==> src/rtl/mem_stage_ctl.sv <==
// MEM pipeline stage with integrated MEM/WB register: variable-latency data memory handshake,
// sub-word load/store lane handling and an N-channel word-only MMIO window.
module mem_stage_ctl #(
  parameter int unsigned DATA_W    = 32,
  parameter logic [31:0] MMIO_BASE = 32'h1234,
  parameter int unsigned MMIO_CH   = 4
) (
  input  logic                    clk,
  input  logic                    rst,
  input  logic                    valid_i,
  output logic                    ready_o,
  input  logic                    cregwa_i,
  input  logic [1:0]              cregwd_i,
  input  logic                    regwe_i,
  input  logic [2:0]              memlen_i,
  input  logic                    memwe_i,
  input  logic [DATA_W-1:0]       rd2_i,
  input  logic [4:0]              rt_i,
  input  logic [4:0]              rd_i,
  input  logic [DATA_W-1:0]       aluout_i,
  output logic                    dm_req,
  output logic                    dm_we,
  output logic [3:0]              dm_be,
  output logic [31:0]             dm_addr,
  output logic [DATA_W-1:0]       dm_wdata,
  input  logic                    dm_gnt,
  input  logic                    dm_rvalid,
  input  logic [DATA_W-1:0]       dm_rdata,
  input  logic [32*MMIO_CH-1:0]   mmio_in,
  output logic [32*MMIO_CH-1:0]   mmio_out,
  output logic [MMIO_CH-1:0]      mmio_wstb,
  output logic                    misalign_o,
  output logic                    wb_valid_o,
  output logic                    wb_we_o,
  output logic [4:0]              wb_wa_o,
  output logic [DATA_W-1:0]       wb_wd_o
);

  localparam logic       WA_RD    = 1'b1;
  localparam logic [1:0] WD_MEMRD = 2'b01;
  localparam logic [1:0] WD_ALU   = 2'b10;

  typedef enum logic [1:0] {StIdle, StReq, StWait} state_e;
  state_e state_q, state_d;

  logic        is_byte, is_half, is_word, is_mem, misal, in_win, is_mmio, is_dmem;
  logic [29:0] widx;
  logic [4:0]  wa_c;
  logic [3:0]  be_c;
  logic [31:0] wdata_c, mmio_rd, fast_wd, ld_ext;
  logic [7:0]  ld_byte;
  logic [15:0] ld_half;

  logic        op_we_q, op_regwe_q;
  logic [3:0]  op_be_q;
  logic [31:0] op_wdata_q, op_alu_q;
  logic [2:0]  op_len_q;
  logic [4:0]  op_wa_q;
  logic [1:0]  op_wdsel_q;

  assign ready_o = (state_q == StIdle);

  // Decode of the instruction presented by EX
  always_comb begin
    is_byte = (memlen_i == 3'b000) || (memlen_i == 3'b100);
    is_half = (memlen_i == 3'b001) || (memlen_i == 3'b101);
    is_word = !is_byte && !is_half;
    is_mem  = memwe_i || (cregwd_i == WD_MEMRD);
    misal   = is_mem && ((is_half && aluout_i[0]) || (is_word && (aluout_i[1:0] != 2'b00)));
    widx    = aluout_i[31:2] - MMIO_BASE[31:2];
    in_win  = widx < 30'(MMIO_CH);
    is_mmio = is_mem && is_word && in_win;
    is_dmem = is_mem && !is_mmio;
    wa_c    = (cregwa_i == WA_RD) ? rd_i : rt_i;
    if (is_byte) begin
      be_c    = 4'b0001 << aluout_i[1:0];
      wdata_c = {4{rd2_i[7:0]}};
    end else if (is_half) begin
      be_c    = 4'b0011 << aluout_i[1:0];
      wdata_c = {2{rd2_i[15:0]}};
    end else begin
      be_c    = 4'b1111;
      wdata_c = rd2_i;
    end
  end

  always_comb begin
    mmio_rd = '0;
    for (int c = 0; c < MMIO_CH; c++) begin
      if (widx == 30'(c)) mmio_rd = mmio_in[32*c +: 32];
    end
    if (cregwd_i == WD_ALU) fast_wd = aluout_i;
    else if (cregwd_i == WD_MEMRD && is_mmio && !misal) fast_wd = mmio_rd;
    else fast_wd = '0;
  end

  // Lane extraction for the outstanding load
  always_comb begin
    case (op_alu_q[1:0])
      2'd0:    ld_byte = dm_rdata[7:0];
      2'd1:    ld_byte = dm_rdata[15:8];
      2'd2:    ld_byte = dm_rdata[23:16];
      default: ld_byte = dm_rdata[31:24];
    endcase
    ld_half = op_alu_q[1] ? dm_rdata[31:16] : dm_rdata[15:0];
    case (op_len_q)
      3'b000:  ld_ext = {{24{ld_byte[7]}}, ld_byte};
      3'b100:  ld_ext = {24'h0, ld_byte};
      3'b001:  ld_ext = {{16{ld_half[15]}}, ld_half};
      3'b101:  ld_ext = {16'h0, ld_half};
      default: ld_ext = dm_rdata;
    endcase
  end

  always_comb begin
    state_d = state_q;
    case (state_q)
      StIdle:  if (valid_i && is_dmem && !misal) state_d = StReq;
      StReq:   if (dm_gnt) state_d = op_we_q ? StIdle : StWait;
      StWait:  if (dm_rvalid) state_d = StIdle;
      default: state_d = StIdle;
    endcase
  end

  assign dm_req   = (state_q == StReq);
  assign dm_we    = dm_req & op_we_q;
  assign dm_be    = dm_req ? op_be_q : 4'b0000;
  assign dm_addr  = dm_req ? {op_alu_q[31:2], 2'b00} : 32'h0;
  assign dm_wdata = dm_req ? op_wdata_q : '0;

  always_ff @(posedge clk or negedge rst) begin
    if (!rst) begin
      state_q    <= StIdle;
      op_we_q    <= 1'b0;
      op_regwe_q <= 1'b0;
      op_be_q    <= 4'b0000;
      op_wdata_q <= '0;
      op_alu_q   <= '0;
      op_len_q   <= 3'b000;
      op_wa_q    <= 5'd0;
      op_wdsel_q <= 2'b00;
      mmio_out   <= '0;
      mmio_wstb  <= '0;
      misalign_o <= 1'b0;
      wb_valid_o <= 1'b0;
      wb_we_o    <= 1'b0;
      wb_wa_o    <= 5'd0;
      wb_wd_o    <= '0;
    end else begin
      state_q    <= state_d;
      wb_valid_o <= 1'b0;
      wb_we_o    <= 1'b0;
      misalign_o <= 1'b0;
      mmio_wstb  <= '0;
      case (state_q)
        StIdle: begin
          if (valid_i) begin
            if (misal) begin
              misalign_o <= 1'b1;
              wb_valid_o <= 1'b1;
              wb_wa_o    <= wa_c;
              wb_wd_o    <= fast_wd;
            end else if (is_dmem) begin
              op_we_q    <= memwe_i;
              op_regwe_q <= regwe_i;
              op_be_q    <= be_c;
              op_wdata_q <= wdata_c;
              op_alu_q   <= aluout_i;
              op_len_q   <= memlen_i;
              op_wa_q    <= wa_c;
              op_wdsel_q <= cregwd_i;
            end else begin
              wb_valid_o <= 1'b1;
              wb_we_o    <= regwe_i;
              wb_wa_o    <= wa_c;
              wb_wd_o    <= fast_wd;
              if (is_mmio && memwe_i) begin
                for (int c = 0; c < MMIO_CH; c++) begin
                  if (widx == 30'(c)) begin
                    mmio_out[32*c +: 32] <= rd2_i;
                    mmio_wstb[c]         <= 1'b1;
                  end
                end
              end
            end
          end
        end
        StReq: begin
          // A load's rvalid is only honoured in StWait, even if it coincides with gnt
          if (dm_gnt && op_we_q) begin
            wb_valid_o <= 1'b1;
            wb_we_o    <= op_regwe_q;
            wb_wa_o    <= op_wa_q;
            wb_wd_o    <= (op_wdsel_q == WD_ALU) ? op_alu_q : '0;
          end
        end
        StWait: begin
          if (dm_rvalid) begin
            wb_valid_o <= 1'b1;
            wb_we_o    <= op_regwe_q;
            wb_wa_o    <= op_wa_q;
            if (op_wdsel_q == WD_MEMRD) wb_wd_o <= ld_ext;
            else if (op_wdsel_q == WD_ALU) wb_wd_o <= op_alu_q;
            else wb_wd_o <= '0;
          end
        end
        default: ;
      endcase
    end
  end

endmodule

==> config.mk <==
export PLATFORM = sky130hd
export DESIGN_NAME = mem_stage_ctl
export DESIGN_NICKNAME = d
export VERILOG_FILES = /design/src/rtl/mem_stage_ctl.sv
export SDC_FILE = /design/constraint.sdc
export NUM_CORES = 1
export LEC_CHECK = 0
export ABC_AREA = 1
export CORE_AREA = 5 5 188 190
export CTS_CLUSTER_SIZE = 24
export DETAILED_ROUTE_END_ITERATION = 8
export DIE_AREA = 0 0 193 195
export PLACE_DENSITY = 0.77
export SLEW_MARGIN = 20
export SYNTH_ARGS = -nofsm -noshare
export SYNTH_HDL_FRONTEND = slang
export SYNTH_SLANG_ARGS = --single-unit
export TNS_END_PERCENT = 5
==> constraint.sdc <==
create_clock -name clk -period 3 [get_ports clk]
set_clock_uncertainty 0.1 [all_clocks]
set_input_delay 0.3 -clock clk [delete_from_list [all_inputs] [get_ports clk]]
set_output_delay 0.3 -clock clk [all_outputs]
set_load 0.01 [all_outputs]
==> results.ini, run 1 <==
[power_and_ir_drop]
seqPwrFrac_pct=31.3
p_int_mw=9.156
power_switching_mw=5.908
p_leak_nw=11.11
power_density_mw_per_mm2=688.4
peakVddDrop_mv=0.4414
sw_frac_of_total_pct=39.22
p_comb_share_pct=43.3
clkPwrFrac_pct=25.4

[global_routing]
busiest_layer=met2
grt_pass1_vias=16028
grt_pass1_wl_mm=92.21
use_met2_pct=53.09
grt_max_degree=75
grt.overflow.total=0
use_met3_pct=8.357
grt_use_met1_pct=36.97
grtUsageTotal_pct=31.11
antenna_found_initial=4

[drt]
via_per_inst=5.195
wl_per_cell_um=19.71
drc_errors=0
drt_pass1_iterations=5
postRouteAntennaNets=0
drt_wl_total_mm=61.66
drt-initial-drc-count=1248
vias=16255

[setup_path]
critical_path_arrival_ns=2.49
cp-end-kind=primary output
critPathLaunchType=flip-flop
path_max_fanout=43
worst_ep_required_time_ns=2.60
crit_type=flip-flop to primary output

[placement]
hpwl_mm=47.80
place_ws_ns=-0.5800
routabilityCongestion=0.9176
portBuffers=487

[logic_synthesis]
synth_commonest_cells=697 x nand2_1, 261 x inv_1, 254 x dfrtp_1, 222 x nor2_1, 167 x o21ai_0
syn-cell-area_mm2=0.01453
syn_area_per_cell_um2=6.835
yosysMostFrequentCell=nand2_1
yosysWarnings=0
synth-edff-count=0
synth_area_leader_cell=dfrtp_1
synth_cell_types=39
synth_top_area_share_pct=43.74
async_flop_share_pct=100.0
yosysSeqAreaShare_pct=43.74
synth_cells=2126
synth-main-ff-cell=dfrtp_1
ys_ff_latch=254
synthTopCellsByArea=dfrtp_1 44%, nand2_1 18%, inv_1 6.7%, o21ai_0 5.8%, nor2_1 5.7%

[clock_network]
clk_pin_slew_worst_paths_ns=0.07
clk_latency_ns=0.57
cts_buffer_depth=3
htree_num_levels=1
cts.sinks=254
clock-root-buffer=clkbuf_16
cts_made_buffers=28
tritoncts=done

[final_layout]
register_area_mm2=0.006356
area_delta_synth_final_pct=50.59
fillers=2890
final_layout_size_suffix_gt1_share_pct=9.111
finalCoreUtilization_pct=65.75
finalNetCount=2911
multiInputGateArea_mm2=0.006716

[floorplan]
dieHeight_um=195
die_w_um=193
fp-row-count=67
core_area_mm2=0.03328
floorplan.initialDensity_pct=43.66
pin_count=490
design.die.area_mm2=0.03764

[timing]
period_share_pct=96.23
setup_viol=0
period_needed_ns=2.887
setup_slack_ns=0.1132
hold_viol_final=0
maxSlewViolCount=0
clock.fmax_mhz=346.4
relSlewSlack_pct=59.61
tightest_slew_ns=0.5906

[worst_hold_path]
timing.hold.worst.class=primary input to flip-flop

[run]
max_cap_viol_count=0

[run_status]
status=complete, no violations

==> placed cells by master, fill, tap and decap left out, drive strengths merged <==
master,netlist,layout
o21bai,10,10
o22ai,5,5
nand3b,1,1
clkbuf,63,39
mux2,5,5
clkinvlp,0,3
diode,0,3
o21ai,302,302
nor4,1,1
ha,8,8
a21oi,36,36
dlygate4sd3,0,1
bufinv,0,5
conb,1,2
dlymetal6s2s,0,5
nor3,10,10
a2111oi,1,1
o211ai,13,13
or2,1,1
nand3,138,138
clkinv,3,11
inv,267,266
dfrtp,254,254
nand4,7,7
buf,57,130
and2,1,1
a221oi,2,2
a211oi,4,4
o221ai,6,6
a31oi,8,8
nand2,698,698
nor2,224,224
clkdlybuf4s50,0,481
==> stage by stage <==
step	cell area (um2)	total power [mW]	cells	setup TNS, ns	hold slack, ns
6_report	21880	15.06	3129	0	0.1705
5_1_grt	21880	16.04	3128	-0.09761	0.1822
4_1_cts	21690	15.03	3120	0	0.2344
3_5_place_dp	20650	11.20	3067	-118.10	0.2138
3_3_place_gp	20650	11.11	3067	-96.10	0.2151
2_1_floorplan	14530	8.260	2127	0	-0.09559
==> logic make-up after synthesis <==
family | count (synthesis) | share of synthesized area (%)
DFF | 254 | 43.74
muxes | 5 | 0.3875
other | 1 | 0.02581
and+or+nand+nor | 1081 | 29.67
adders and majority gates | 8 | 0.6889
buffers and inverters | 390 | 10.94
AOI/OAI and AO/OA | 387 | 14.55
==> worst paths after layout <==
check                               startpoint              to  slack, ns  cells after the start
min in group asynchronous                  rst    mmio_out[22]       0.21                      2
worst max-delay path                state_q[1]     dm_wdata[1]       0.11                      6
worst min-delay path              aluout_i[13]    op_alu_q[13]       0.17                      4
worst max register to register     op_alu_q[1]     wb_wd_o[21]       0.46                     12
worst min register to register  op_wdata_q[26]  op_wdata_q[26]       0.38                      2
max in group asynchronous                  rst      op_wa_q[2]       1.77                      3
==> power groups by stage <==
| stage | Combinational [mW] | Clock [mW] | Sequential, mW |
|---|---|---|---|
| after floorplan | 3.56 | 0 | 4.70 |
| after global placement | 6.37 | 0 | 4.74 |
| after detailed placement | 6.44 | 0 | 4.76 |
| after CTS | 6.49 | 3.84 | 4.71 |
| after global routing | 7.24 | 4.00 | 4.80 |
| final | 6.52 | 3.82 | 4.72 |
==> cell type report <==
type                    count  share of cell area, %
diodes                      3                0.03431
clock buffers              37                  3.631
clock inverters            15                  1.081
inverters                 270                  4.637
multi-input cells        1483                  30.70
flip-flops and latches    254                  29.05
well taps                 448                  2.562
repair buffers            619                  28.31
==> timing repair <==
item                                   4_1_cts  5_1_grt
setup endpoints to repair                    9      184
cloned                                       0        2
gates resized for setup                      2       27
pin swaps                                    0        5
hold buffers                                 1        0
setup buffers                                0        4
endpoints found under the hold margin       70        0
==> sequential cells by signal (all words and copies together), names as in the netlist <==
name        cells
op_we_q         1
wb_wd_o        32
op_wdsel_q      2
op_regwe_q      1
wb_we_o         1
op_len_q        3
op_wdata_q     32
misalign_o      1
wb_wa_o         5
op_alu_q       32
op_wa_q         5
op_be_q         4
state_q         2
wb_valid_o      1
mmio_out      128
mmio_wstb       4
==> worst max-delay path, cell delays in order (launching register included) <==
cell and delay, ns:
dfrtp_1 0.41, inv_1 0.11, ha_2 0.21, buf_6 0.33, nand2_1 0.18, inv_1 0.09
clkdlybuf4s50_1 0.56
==> metal layers <==
metal  vias up  routed length (um)
met4         2                3042
met3       135                5996
met5         -                  13
met2       797               29410
met1      7584               23200
li1       7737                   -
No activity file was read; power rests on OpenSTA's default activity.
==> inputs of run 2 (changes only) <==
--- a/config.mk
+++ b/config.mk
@@ -7,6 +7,7 @@
 export LEC_CHECK = 0
 export ABC_AREA = 1
 export CORE_AREA = 5 5 188 190
+export CTS_CLUSTER_DIAMETER = 30
 export CTS_CLUSTER_SIZE = 24
 export DETAILED_ROUTE_END_ITERATION = 8
 export DIE_AREA = 0 0 193 195
==> run 2 against run 1 <==
  * Register-to-register slack improved by 0.03 ns
  * Cell count grew 1.8%
  * Flip-flop and latch count did not move
  * Design area up 4.3%
  * Sequential power about the same
  * Routed wire length grew 1.8%
  * First-iteration DRC count rose by 1.7%
  * Total power rose by 19%
  * Fmax is 0.41% lower
  * Worst hold slack gained 0.0081 ns
  * Critical endpoint unchanged
  * Largest power group is now clock
  * Highest routed layer unchanged
==> results.ini, run 2 (same netlist as run 1, synthesis figures left out) <==
[timing]
period_needed_ns=2.899
setup_viol=0
period_share_pct=96.62
tightest_slew_ns=0.5922
clock.fmax_mhz=345.0
rsz0062_at_grt=false
hold_viol_final=0
holdWs_ns=0.1786
maxSlewViolCount=0
relSlewSlack_pct=59.50

[power_and_ir_drop]
peakVddDrop_mv=0.5717
p_leak_nw=11.55
power_density_mw_per_mm2=786.7
finalPower_mw=17.95

[clock_network]
clock-root-buffer=clkbuf_16
cts_made_buffers=59
clk_pin_slew_worst_paths_ns=0.05
htree_num_levels=2
cts.sinks=254
cts_buffer_depth=3
clk_latency_ns=0.59
tritoncts=done

[floorplan]
design.die.area_mm2=0.03764
floorplan.initialDensity_pct=43.66
die_w_um=193
pin_count=490
core_area_mm2=0.03328
dieHeight_um=195
fp-row-count=67

[placement]
portBuffers=487
routabilityCongestion=0.9176
hpwl_mm=47.80
placed_cells_incl_taps=3067

[final_layout]
final_cell_count_no_fill=3184
regMostFlops=mmio_out
area_delta_synth_final_pct=57.06
finalCoreUtilization_pct=68.57
final_layout_size_suffix_gt1_share_pct=10.75
largest_register_ffs=128
finalNetCount=2939
mostFrequentLayoutCells=691 x nand2_1, 485 x clkdlybuf4s50_1, 259 x inv_1
final_common_cell=nand2_1

[global_routing]
grt.overflow.total=0
antenna_found_initial=2
grtUsageTotal_pct=32.19
grt_max_degree=75
grt_pass1_wl_mm=95.12
grt_pass1_vias=16692

[run]
max_cap_viol_count=0

[run_status]
status=complete, no violations

[drt]
vias=16612
drc_errors=0
wl_per_cell_um=19.72
drt_wl_total_mm=62.80
drt_pass1_iterations=6
postRouteAntennaNets=0
drt-initial-drc-count=1269
via_per_inst=5.217

[setup_path]
critPathLaunchType=flip-flop
critical_path_arrival_ns=2.50
crit_type=flip-flop to primary output
cp-end-kind=primary output
path_max_fanout=43
worst_ep_required_time_ns=2.60

[worst_hold_path]
timing.hold.worst.class=primary input to asynchronous set/reset pin

[run 2: changes by cell type in the layout (fill, tap and decap cells not counted), sizes merged]
cell           delta
dlymetal6s2s      -4
inv              +14
clkbuf           +28
clkinvlp          +6
clkdlybuf4s50     +4
clkinv            +8
bufinv            +2
buf               -1
diode             -2
[run 2: cell type report]
| cell class | instances | area, um2 |
|---|---|---|
| fill | 2747 | 10460 |
| antenna | 1 | 2.502 |
| clock buffer | 67 | 1556 |
| sequential | 254 | 6356 |
| tap | 448 | 560.5 |
| clock inverter | 45 | 529.3 |
| inverter | 270 | 1015 |
| timing repair buffer | 616 | 6127 |
| multi-input combinational | 1483 | 6674 |
[run 2: path summary, 6_finish.rpt]
kind,slack (ns),cells past startpoint,endpoint,from
min in group clk,0.18,4,op_alu_q[13],aluout_i[13]
max in group asynchronous,1.77,3,wb_wd_o[8],rst
min,0.18,2,mmio_out[22],rst
max,0.10,6,dm_wdata[1],state_q[1]
min reg2reg,0.37,2,op_wdata_q[26],op_wdata_q[26]
max reg2reg,0.49,12,wb_wd_o[21],op_alu_q[1]
[run 2: where the power goes]
| part | switching [mW] | leakage (nW) | internal, mW |
|---|---|---|---|
| clock network | 2.26 | 1.00 | 4.39 |
| registers | 0.545 | 3.38 | 4.20 |
| logic | 3.90 | 7.17 | 2.66 |
| total | 6.70 | 11.5 | 11.3 |
[run 2: timing repair]
action	CTS	global route
gates resized for setup	2	13
endpoints found under the hold margin	70	0
hold buffers	1	0
buffers inserted	0	3
setup endpoints to repair	6	170
pin swaps	0	2
[run 2: stage by stage]
stage	worst slack, ns	instance area [um2]	TNS [ns]
after floorplan	0.5305	14530	0
after global placement	-0.5030	20650	-96.10
after detailed placement	-0.5800	20650	-118.10
after CTS	0.08619	22750	0
after global routing	0.006009	22820	0
final	0.1014	22820	0
[run 2: worst max-delay path, stage by stage, from the launching register on]
cell and delay, ns:
dfrtp_1 0.40, inv_1 0.11, ha_2 0.21, buf_6 0.34
nand2_1 0.18, inv_1 0.09, clkdlybuf4s50_1 0.55
[run 2: layer usage]
layer / wire [um] / global-route usage [%]
met4: 3713 / 16.13
met5: 13 / 0
met3: 6344 / 9.125
met2: 29670 / 54.23
met1: 23060 / 37.39
==> inputs of run 3 (changes only) <==
--- a/config.mk
+++ b/config.mk
@@ -6,12 +6,13 @@
 export NUM_CORES = 1
 export LEC_CHECK = 0
 export ABC_AREA = 1
-export CORE_AREA = 5 5 188 190
+export CORE_AREA = 5 5 186 188
+export CTS_BUF_LIST = sky130_fd_sc_hd__clkbuf_4
 export CTS_CLUSTER_DIAMETER = 30
 export CTS_CLUSTER_SIZE = 24
 export DETAILED_ROUTE_END_ITERATION = 8
-export DIE_AREA = 0 0 193 195
-export PLACE_DENSITY = 0.77
+export DIE_AREA = 0 0 191 193
+export PLACE_DENSITY = 0.79
 export SLEW_MARGIN = 20
 export SYNTH_ARGS = -nofsm -noshare
 export SYNTH_HDL_FRONTEND = slang
==> constraint.sdc (replaced) <==
create_clock -name clk -period 2.9 [get_ports clk]
set_clock_uncertainty 0.1 [all_clocks]
set_input_delay 0.29 -clock clk [delete_from_list [all_inputs] [get_ports clk]]
set_output_delay 0.29 -clock clk [all_outputs]
set_load 0.01 [all_outputs]
==> run 3 against run 2 <==
  * Die area is 2.1% lower
  * Via count stayed put
  * Routed wire length is 1.1% higher
  * Critical path type is now primary input to flip-flop
  * Largest cell class unchanged
==> results.ini, run 3 (same netlist as run 1, synthesis figures left out) <==
[floorplan]
dieHeight_um=193
floorplan.initialDensity_pct=44.10
pin_count=490
core_area_mm2=0.03295
die_w_um=191
fp-row-count=67
design.die.area_mm2=0.03686

[worst_hold_path]
timing.hold.worst.class=primary input to flip-flop
hold_depth=3
holdPathEnd=op_regwe_q
hold_path_startpoint=regwe_i

[drt]
postRouteAntennaNets=0
drc_errors=0
drt-initial-drc-count=1176
drt_wl_total_mm=63.48
via_per_inst=5.186
vias=16612
drt_pass1_iterations=6
wl_per_cell_um=19.82

[setup_path]
critPathLaunchType=primary input
crit_type=primary input to flip-flop
cp-end-kind=flip-flop
path_max_fanout=33
critical_path_arrival_ns=3.35
rr_startpoint=state_q[0]
worst_r2r_path_depth=12
worstReg2RegEnd=wb_wd_o[31]
rrSetupSlack_ns=0.14
worst_ep_required_time_ns=3.38

[timing]
setup_viol=0
maxSlewViolCount=0
period_share_pct=99.07
rsz0062_at_grt=true
hold_viol_final=0
relSlewSlack_pct=62.66
setup_slack_ns=0.02698
clock.fmax_mhz=348.1
tightest_slew_ns=0.5594
holdWs_ns=0.07172
period_needed_ns=2.873
setup_tns_ns=0

[clock_network]
clk_latency_ns=0.72
clk_pin_slew_worst_paths_ns=0.08
tritoncts=done
cts_made_buffers=55
cts_buffer_depth=3
cts.sinks=254
htree_num_levels=2
clock-root-buffer=clkbuf_4

[global_routing]
grtUsageTotal_pct=32.78
grt_max_degree=69
grt_pass1_wl_mm=94.05
grt.overflow.total=0
antenna_found_initial=5
grt_pass1_vias=16298

[final_layout]
mostFrequentLayoutCells=690 x nand2_1, 484 x clkdlybuf4s50_1, 259 x inv_1
finalNetCount=2963
area_delta_synth_final_pct=50.59
final_area_mm2=0.02188
final_layout_size_suffix_gt1_share_pct=11.05
largest_register_ffs=128
regMostFlops=mmio_out
final_common_cell=nand2_1

[run]
max_cap_viol_count=0

[placement]
place_ws_ns=-0.6297
routabilityCongestion=0.9954
placed_area_mm2=0.02085
hpwl_mm=49.06
portBuffers=487

[power_and_ir_drop]
peakVddDrop_mv=0.4670
power_density_mw_per_mm2=692.1
finalPower_mw=15.14
p_leak_nw=11.16

[run_status]
status=complete, no violations

run 3: changes by cell type in the layout (fill, tap and decap cells not counted), sizes merged, moves of 2 or more:
cell	before	now
buf	129	155
clkinvlp	9	13
clkbuf	67	62
diode	1	3
inv	280	271
run 3: metrics by stage:
step	std cells	utilization (%)
2_1_floorplan	2127	-
3_3_place_gp	3094	63.29
3_5_place_dp	3094	63.29
4_1_cts	3198	66.09
5_1_grt	3202	66.41
6_report	3203	66.42
run 3: what timing repair did:
action	4_1_cts	5_1_grt
pin swaps	0	3
setup buffers	0	1
hold buffers	3	0
endpoints found under the setup margin	40	153
endpoints found under the hold margin	252	0
resized for setup	4	18
gates cloned	0	1
run 3: layout make-up:
cell class                      count  area [um2]
Tap cell                          448       560.5
Sequential cell                   254        6356
Timing Repair Buffer              644        6386
Fill cell                        2850       11060
Antenna cell                        3       7.507
Multi-Input combinational cell   1483        6684
Clock buffer                       61       457.9
Inverter                          270        1015
Clock inverter                     40       414.1
run 3: report_power, final:
group	total (mW)	internal (mW)	switching, mW
combinational	6.86	2.86	4.00
sequential	4.95	4.33	0.627
clock	3.33	1.65	1.68
total	15.1	8.83	6.31
run 3: worst max-delay path by stage:
| stage | endpoint | cells past startpoint | from | slack (ns) |
|---|---|---|---|---|
| floorplan | mmio_out[89] | 18 | aluout_i[3] | 0.44 |
| global placement | wb_wd_o[30] | 18 | aluout_i[11] | -0.68 |
| detailed placement | wb_wd_o[30] | 18 | aluout_i[11] | -0.63 |
| CTS | dm_wdata[18] | 6 | state_q[1] | -0.04 |
| global route | mmio_out[92] | 16 | aluout_i[8] | -0.06 |
| finish | mmio_out[27] | 16 | aluout_i[7] | 0.03 |
run 3: critical path, cell delays in order:
cell and delay (ns):
clkdlybuf4s50_1 0.51, nor2_1 0.29, o21ai_0 0.18, a21oi_2 0.31, nand3_1 0.15, nand2_1 0.08, nand2_1 0.06, nor2_1 0.11
nand3_1 0.12, nor2_4 0.23, nand2_2 0.12, nor3_4 0.35, nand3_4 0.17, buf_12 0.22, nand2_1 0.10, o21ai_2 0.06
run 3: metal layers:
| metal | GRT usage, % | share of wire, % |
|---|---|---|
| met1 | 38.58 | 38 |
| met3 | 9.255 | 9.7 |
| met2 | 57.28 | 49 |
| met4 | 12.49 | 3.7 |
| met5 | 0 | 0.033 |
